==> src/rtl/branch_resolve_ctrl.sv <==
// EX-stage branch resolution, 2-bit BHT predictor and front-end redirect sequencer.
// Optional BR_STATS_EN adds resolved-branch and mispredict counters.
module branch_resolve_ctrl #(
    parameter int WIDTH       = 32,
    parameter int BHT_ENTRIES = 64
) (
    input  logic             clk,
    input  logic             reset,
    input  logic [WIDTH-1:0] if_pc,
    output logic             pred_taken,
    input  logic             ex_valid,
    input  logic             stall,
    input  logic [WIDTH-1:0] ex_pc,
    input  logic             ex_branch,
    input  logic             ex_jump,
    input  logic [2:0]       ex_funct3,
    input  logic [WIDTH-1:0] ex_alu_result,
    input  logic             ex_pred_taken,
    input  logic [WIDTH-1:0] ex_target,
    input  logic [WIDTH-1:0] ex_pc_plus4,
    output logic             redirect,
    output logic [WIDTH-1:0] redirect_pc,
    output logic             flush_ifid,
    output logic             flush_idex
`ifdef BR_STATS_EN
    ,
    output logic [31:0]      stat_branches,
    output logic [31:0]      stat_mispred
`endif
);

    localparam int IDX_W = $clog2(BHT_ENTRIES);

    typedef enum logic {
        IDLE,
        REDIRECT
    } state_t;

    state_t state;
    state_t state_next;

    logic [1:0]       bht [BHT_ENTRIES];
    logic [IDX_W-1:0] rd_idx;
    logic [IDX_W-1:0] wr_idx;
    logic [1:0]       cur_cnt;
    logic [1:0]       bht_next;
    logic             bht_we;
    logic             cond;
    logic             act;
    logic             res;
    logic             mis;
    logic             unused_bits;

    assign rd_idx = if_pc[IDX_W+1:2];
    assign wr_idx = ex_pc[IDX_W+1:2];

    assign unused_bits = ^{if_pc[WIDTH-1:IDX_W+2], if_pc[1:0],
                           ex_pc[WIDTH-1:IDX_W+2], ex_pc[1:0]};

    // Lookup deliberately ignores a same-cycle write to the same entry.
    assign pred_taken = bht[rd_idx][1];

    always_comb begin
        cond = 1'b0;
        unique case (ex_funct3)
            3'b000:         cond = (ex_alu_result == '0);
            3'b001:         cond = (ex_alu_result != '0);
            3'b100, 3'b110: cond = ex_alu_result[0];
            3'b101, 3'b111: cond = ~ex_alu_result[0];
            default:        cond = 1'b0;
        endcase
    end

    assign act = ex_jump | (ex_branch & cond);
    assign res = ex_valid & (ex_branch | ex_jump) & ~stall & (state == IDLE);
    assign mis = res & (act != ex_pred_taken);

    // A branch+jump encoding resolves as a jump, so it never trains the BHT.
    assign bht_we  = res & ex_branch & ~ex_jump;
    assign cur_cnt = bht[wr_idx];

    always_comb begin
        bht_next = cur_cnt;
        if (act && cur_cnt != 2'b11) begin
            bht_next = cur_cnt + 2'b01;
        end else if (!act && cur_cnt != 2'b00) begin
            bht_next = cur_cnt - 2'b01;
        end
    end

    always_ff @(posedge clk) begin
        if (reset) begin
            for (int i = 0; i < BHT_ENTRIES; i++) begin
                bht[i] <= 2'b01;
            end
        end else if (bht_we) begin
            bht[wr_idx] <= bht_next;
        end
    end

    always_ff @(posedge clk) begin
        if (reset) begin
            state <= IDLE;
        end else begin
            state <= state_next;
        end
    end

    always_comb begin
        state_next = state;
        redirect   = 1'b0;
        flush_ifid = 1'b0;
        flush_idex = 1'b0;
        unique case (state)
            IDLE: begin
                if (mis) begin
                    state_next = REDIRECT;
                end
            end
            REDIRECT: begin
                redirect   = 1'b1;
                flush_ifid = 1'b1;
                flush_idex = 1'b1;
                if (!stall) begin
                    state_next = IDLE;
                end
            end
            default: state_next = IDLE;
        endcase
    end

    always_ff @(posedge clk) begin
        if (reset) begin
            redirect_pc <= '0;
        end else if (mis) begin
            redirect_pc <= act ? ex_target : ex_pc_plus4;
        end
    end

`ifdef BR_STATS_EN
    always_ff @(posedge clk) begin
        if (reset) begin
            stat_branches <= '0;
            stat_mispred  <= '0;
        end else begin
            if (res) begin
                stat_branches <= stat_branches + 32'd1;
            end
            if (mis) begin
                stat_mispred <= stat_mispred + 32'd1;
            end
        end
    end
`endif

endmodule

==> config.mk <==
export PLATFORM = sky130hd
export DESIGN_NAME = branch_resolve_ctrl
export DESIGN_NICKNAME = d
export VERILOG_FILES = /design/src/rtl/branch_resolve_ctrl.sv
export SDC_FILE = /design/constraint.sdc
export NUM_CORES = 1
export LEC_CHECK = 0
export ABC_AREA = 1
export BUFFER_PORTS_ARGS = -buffer_cell sky130_fd_sc_hd__buf_2
export CAP_MARGIN = 0
export CORE_MARGIN = 2
export CORE_UTILIZATION = 50
export DETAILED_ROUTE_END_ITERATION = 16
export PLACE_DENSITY = 0.77
export SLEW_MARGIN = 5
export SYNTH_ARGS = -nofsm -noshare
export SYNTH_HDL_FRONTEND = slang
export SYNTH_SLANG_ARGS = --single-unit
==> constraint.sdc <==
create_clock -name clk -period 2.75 [get_ports clk]
set_clock_uncertainty 0.2 [all_clocks]
set_input_delay 0.275 -clock clk [delete_from_list [all_inputs] [get_ports clk]]
set_output_delay 0.275 -clock clk [all_outputs]
set_load 0.01 [all_outputs]
# == Word level (Yosys, flattened, before mapping) ==
# Memory sizes are Yosys's and may differ from the RTL's.
# Cells that the tools add are included.
# totals
ff_bits,33
elab_cells,51
in_bits,170
ramBits,128
output_inout_bits,36
mem_count,1
# memory_table
name,depth,word_bits,read_ports,rd_clocked_by_memory_dff,wr,line,rtl
bht,64,2,2,0,64,42,logic [1:0] bht [BHT_ENTRIES];
# op_classes
n_reduce_logical,10
bitwise_logic,13
eq_ne,7
n_addsub,2
mux,16
# op_table
op,count
$logic_not A32 Y1,1
$mux W32,1
$reduce_bool A32 Y1,1
$eq A3 B3 Y1 const B,4
$mux W1,9
$and A1 B1 Y1,7
$mux W2,3
$mux W6,1
$reduce_or A2 Y1,3
$not A1 Y1,4
$pmux W1 S4,1
$eq A3 B1 Y1 const B,1
$logic_not A3 Y1,1
$add A2 B1 Y2 const B,1
$logic_and A1 B1 Y1,2
$ne A2 B2 Y1 const B,1
$or A1 B1 Y1,2
$pmux W1 S2,1
$reduce_bool A2 Y1,1
$sub A2 B1 Y2 const B,1
$logic_not A1 Y1,1
$ne A1 B1 Y1,1

# == Depth between registers and ports, before layout ==
# depth
word_depth,11
ltp_mapped,20

# == Worst setup path before layout ==
# OpenSTA, ideal clock, no wires.
# synth_path
path_kind,in2reg
from,input ex_pc[2]
to,"memory bht[10][1], data pin"
arrival_ns,2.139
setup_time_ns,0.267
path_buffers,3
cell_stages,16
slack_ns,0.144
path_cell_list,inv_2 buf_6 buf_2 nand2_1 a21oi_1 o21ai_1 nand4_1 nand2_1 nand2_1 nor2_1 nand2_2 clkinv_2 ha_1 nand3_1 clkbuf_1 a21oi_1
# synth_lines
item,line,rtl
from (decl),13,"input logic [WIDTH-1:0] ex_pc,"
to (decl),42,

==> flow_summary.json <==
{
  "status": "finished, final reports clean",
  "clkTransAtPathRegs_ns": 0.07,
  "end_kind": "flip-flop",
  "wl_um": 32200,
  "nets": 1728,
  "reg2reg_slack_ns": 0.11,
  "grt-ovfl-total": 0,
  "cp_max_fo": 8,
  "layout-drive-gt1-share_pct": 22.6,
  "min_from": "ex_target[4]",
  "cp-endpoint": "bht[6][0]",
  "clk_path_buf_depth": 2,
  "synth_nets": 1488,
  "fp.dieH_um": 144,
  "route.detailed.drc": 0,
  "vias_per_cell": 5.52,
  "power_density_nw_per_um2": 511,
  "synth_top_cell_by_area": "edfxtp_1",
  "slew_viol_final": 0,
  "syn_inst": 1316,
  "areaGrowthSynthToFinish_pct": 28.1,
  "synth_area_um2": 9810,
  "tightest_slew_ns": 1.08,
  "first_iter_violations": 1144,
  "ant_nets": 0,
  "synth_commonest_cells": "nand2_1 (470), nor2_1 (206), inv_1 (133), edfxtp_1 (128), a21oi_1 (73)",
  "r2r_start": "bht[63][0]",
  "startpoint": "ex_pc[3]",
  "static-leakage-power_nw": 5.44,
  "fp.dieW_um": 144,
  "ys.flop_type": "edfxtp_1",
  "synth-seq-cells": 161,
  "cp_cell_sequence": "buf_2, buf_6, nand3_2, buf_4, nor2_1, a21oi_1, nand4_1, nand2_1, nand2_1, nor2_1, nand2_2, clkinv_2, ha_1, inv_2, nand3_4, buf_4, nand3_4, clkbuf_16, nand3_2",
  "cp_num_buf_inv": 7,
  "antenna_found_initial": 0,
  "grt_pass1_vias": 9601,
  "setup_viol": 0,
  "postPlaceCellArea_um2": 11100,
  "cp_slowest_stage_delay_ns": 0.23,
  "crit_arrival_ns": 2.64,
  "clock_sinks": 161,
  "synth-async-reset-ratio_pct": 0,
  "cts_tree": "built",
  "hold_path_class": "input pin to flip-flop",
  "rows": 51,
  "pwr-share-clk_pct": 34.5,
  "cp-start-kind": "input pin",
  "switching_share_pct": 30.9,
  "place.gp.congestion": 0.995,
  "period_share_pct": 96.3,
  "fin_util_pct": 65.0,
  "post_cts_buffers": 0,
  "cts_buffers": 17,
  "synth-edff-count": 128,
  "grt_pass1_wl_um": 48100,
  "synth.top_cell.area_share_pct": 39.2,
  "r2r-end": "bht[6][0]",
  "path_depth": 19,
  "ioPinCount": 206,
  "wl_per_cell_um": 17.5,
  "dp_hpwl_um": 20500,
  "clock_latency_ns": 0.45,
  "timing.slew.headroom_pct": 28.0,
  "ys_top_cells_by_area": "edfxtp_1 (39%), nand2_1 (18%), nor2_1 (7.9%), dfxtp_1 (6.7%), nand3_2 (6.3%)",
  "max_cap_violations": 0,
  "initial_core_util_pct": 50.7,
  "yosysSeqAreaShare_pct": 45.9,
  "synth_cell_type_count": 29,
  "finalHoldViolCount": 0,
  "grt_max_degree": 97,
  "antenna_cells": 0,
  "core_area_um2": 19300,
  "p_switching_mw": 1.98,
  "power_frac_comb_pct": 23.2,
  "rr_worst_depth": 14,
  "crit_type": "input pin to flip-flop",
  "min_period_ns": 2.65,
  "yosysMostFrequentCell": "nand2_1",
  "portBuffers": 153,
  "power.internal_mw": 4.43,
  "root_buffer": "clkbuf_16",
  "slowest_stage": "nand3_4",
  "final_area_um2": 12600,
  "h-tree-depth": 4,
  "dr.pass1.iters": 6,
  "vias": 10100,
  "max_freq_ghz": 0.378,
  "seqPwrFrac_pct": 42.3,
  "yosys_warnings": 0,
  "syn_area_per_cell_um2": 7.45,
  "fp.dieArea_um2": 20800,
  "ir_drop_mv": 0.507,
  "critPathTopFamily": "simple AND/OR/NAND/NOR gates",
  "grtUsageTotal_pct": 30.5,
  "required_ns": 2.74
}
-- area by class of cell --
type                    instances  area, um^2
fillers                      1551        6770
flip-flops and latches        161        4500
multi-input cells             938        4340
repair buffers                292        2300
inverters                     146         564
clock buffers                  17         425
well taps                     265         332
clock inverters                15         111
-- cell families (layout without fill, tap and decap cells) --
kind of cell	count (synthesis)	in the layout	synth area share, %
simple gates	783	784	35.0
buf+inv	218	470	10.4
flops	161	161	45.9
fa+ha+maj	2	2	0.255
xor+xnor	1	1	0.0893
compound gates	151	151	8.28
-- state kept, by name, summed over array words and instances, names as in the netlist --
name and cells:
bht 128, redirect_pc 32, state 1
-- how the worst min path moves through the flow --
stage | end | cells past startpoint
after global placement | state | 2
after floorplan | state | 1
after detailed placement | state | 2
after global routing | redirect_pc[25] | 5
after CTS | redirect_pc[4] | 5
final | redirect_pc[4] | 5
-- power groups by stage --
stage | registers (mW) | clock network [mW] | logic (mW)
final | 2.72 | 2.21 | 1.49
after global routing | 2.72 | 2.29 | 1.57
after global placement | 2.77 | 0 | 1.16
after floorplan | 2.77 | 0 | 0.731
after CTS | 2.72 | 2.19 | 1.27
after detailed placement | 2.77 | 0 | 1.18
-- per-stage QoR --
stage,worst slack [ns],power (mW),hold WS (ns),cells,TNS (ns)
after global placement,-0.277,3.93,0.276,1729,-30.70
after floorplan,0.144,3.50,0.144,1316,0
after global routing,-0.0206,6.59,0.0250,1834,-0.138
final,0.101,6.42,0.00995,1834,0
after CTS,0.120,6.18,0.00363,1822,0
after detailed placement,-0.340,3.95,0.278,1729,-35.37
-- worst reg2reg max path: stages (launching register included) --
cell	delay (ns)
edfxtp_1	0.41
a22oi_1	0.22
nand2_1	0.08
o21ai_1	0.18
nand2_1	0.10
nor2_1	0.13
nand2_2	0.12
clkinv_2	0.08
ha_1	0.15
inv_2	0.05
nand3_4	0.08
nand2_2	0.14
nand2_4	0.18
buf_6	0.18
nand3_2	0.08
-- placed cells by master (no fill, tap or decap), drive strengths merged --
| cell | n |
|---|---|
| dfxtp | 33 |
| nor2 | 206 |
| nand4 | 12 |
| clkbuf | 23 |
| nand2 | 474 |
| edfxtp | 128 |
| o22ai | 17 |
| ha | 2 |
| xor2 | 1 |
| dlygate4sd3 | 61 |
| a21oi | 73 |
| o221ai | 2 |
| nor3 | 9 |
| o21ai | 48 |
| or2 | 2 |
| clkinv | 6 |
| clkinvlp | 7 |
| o211ai | 3 |
| nand3 | 81 |
| buf | 225 |
| a22oi | 8 |
| inv | 148 |
-- routing by layer --
layer  global-route usage (%)  vias up  share of wire (%)
li1                         -     4681                  -
met1                     36.2     4636                 36
met2                     52.2      674                 48
met3                     6.99      134                 12
met4                     14.5        0                4.8
met5                        0        -                  0
-- repair_timing --
action / in CTS / in global routing
endpoints found under the hold margin: 32 / 0
hold buffers: 61 / 0
gates resized for setup: 0 / 19
endpoints found under the setup margin: 0 / 100
No activity file was read; power rests on OpenSTA's default activity.
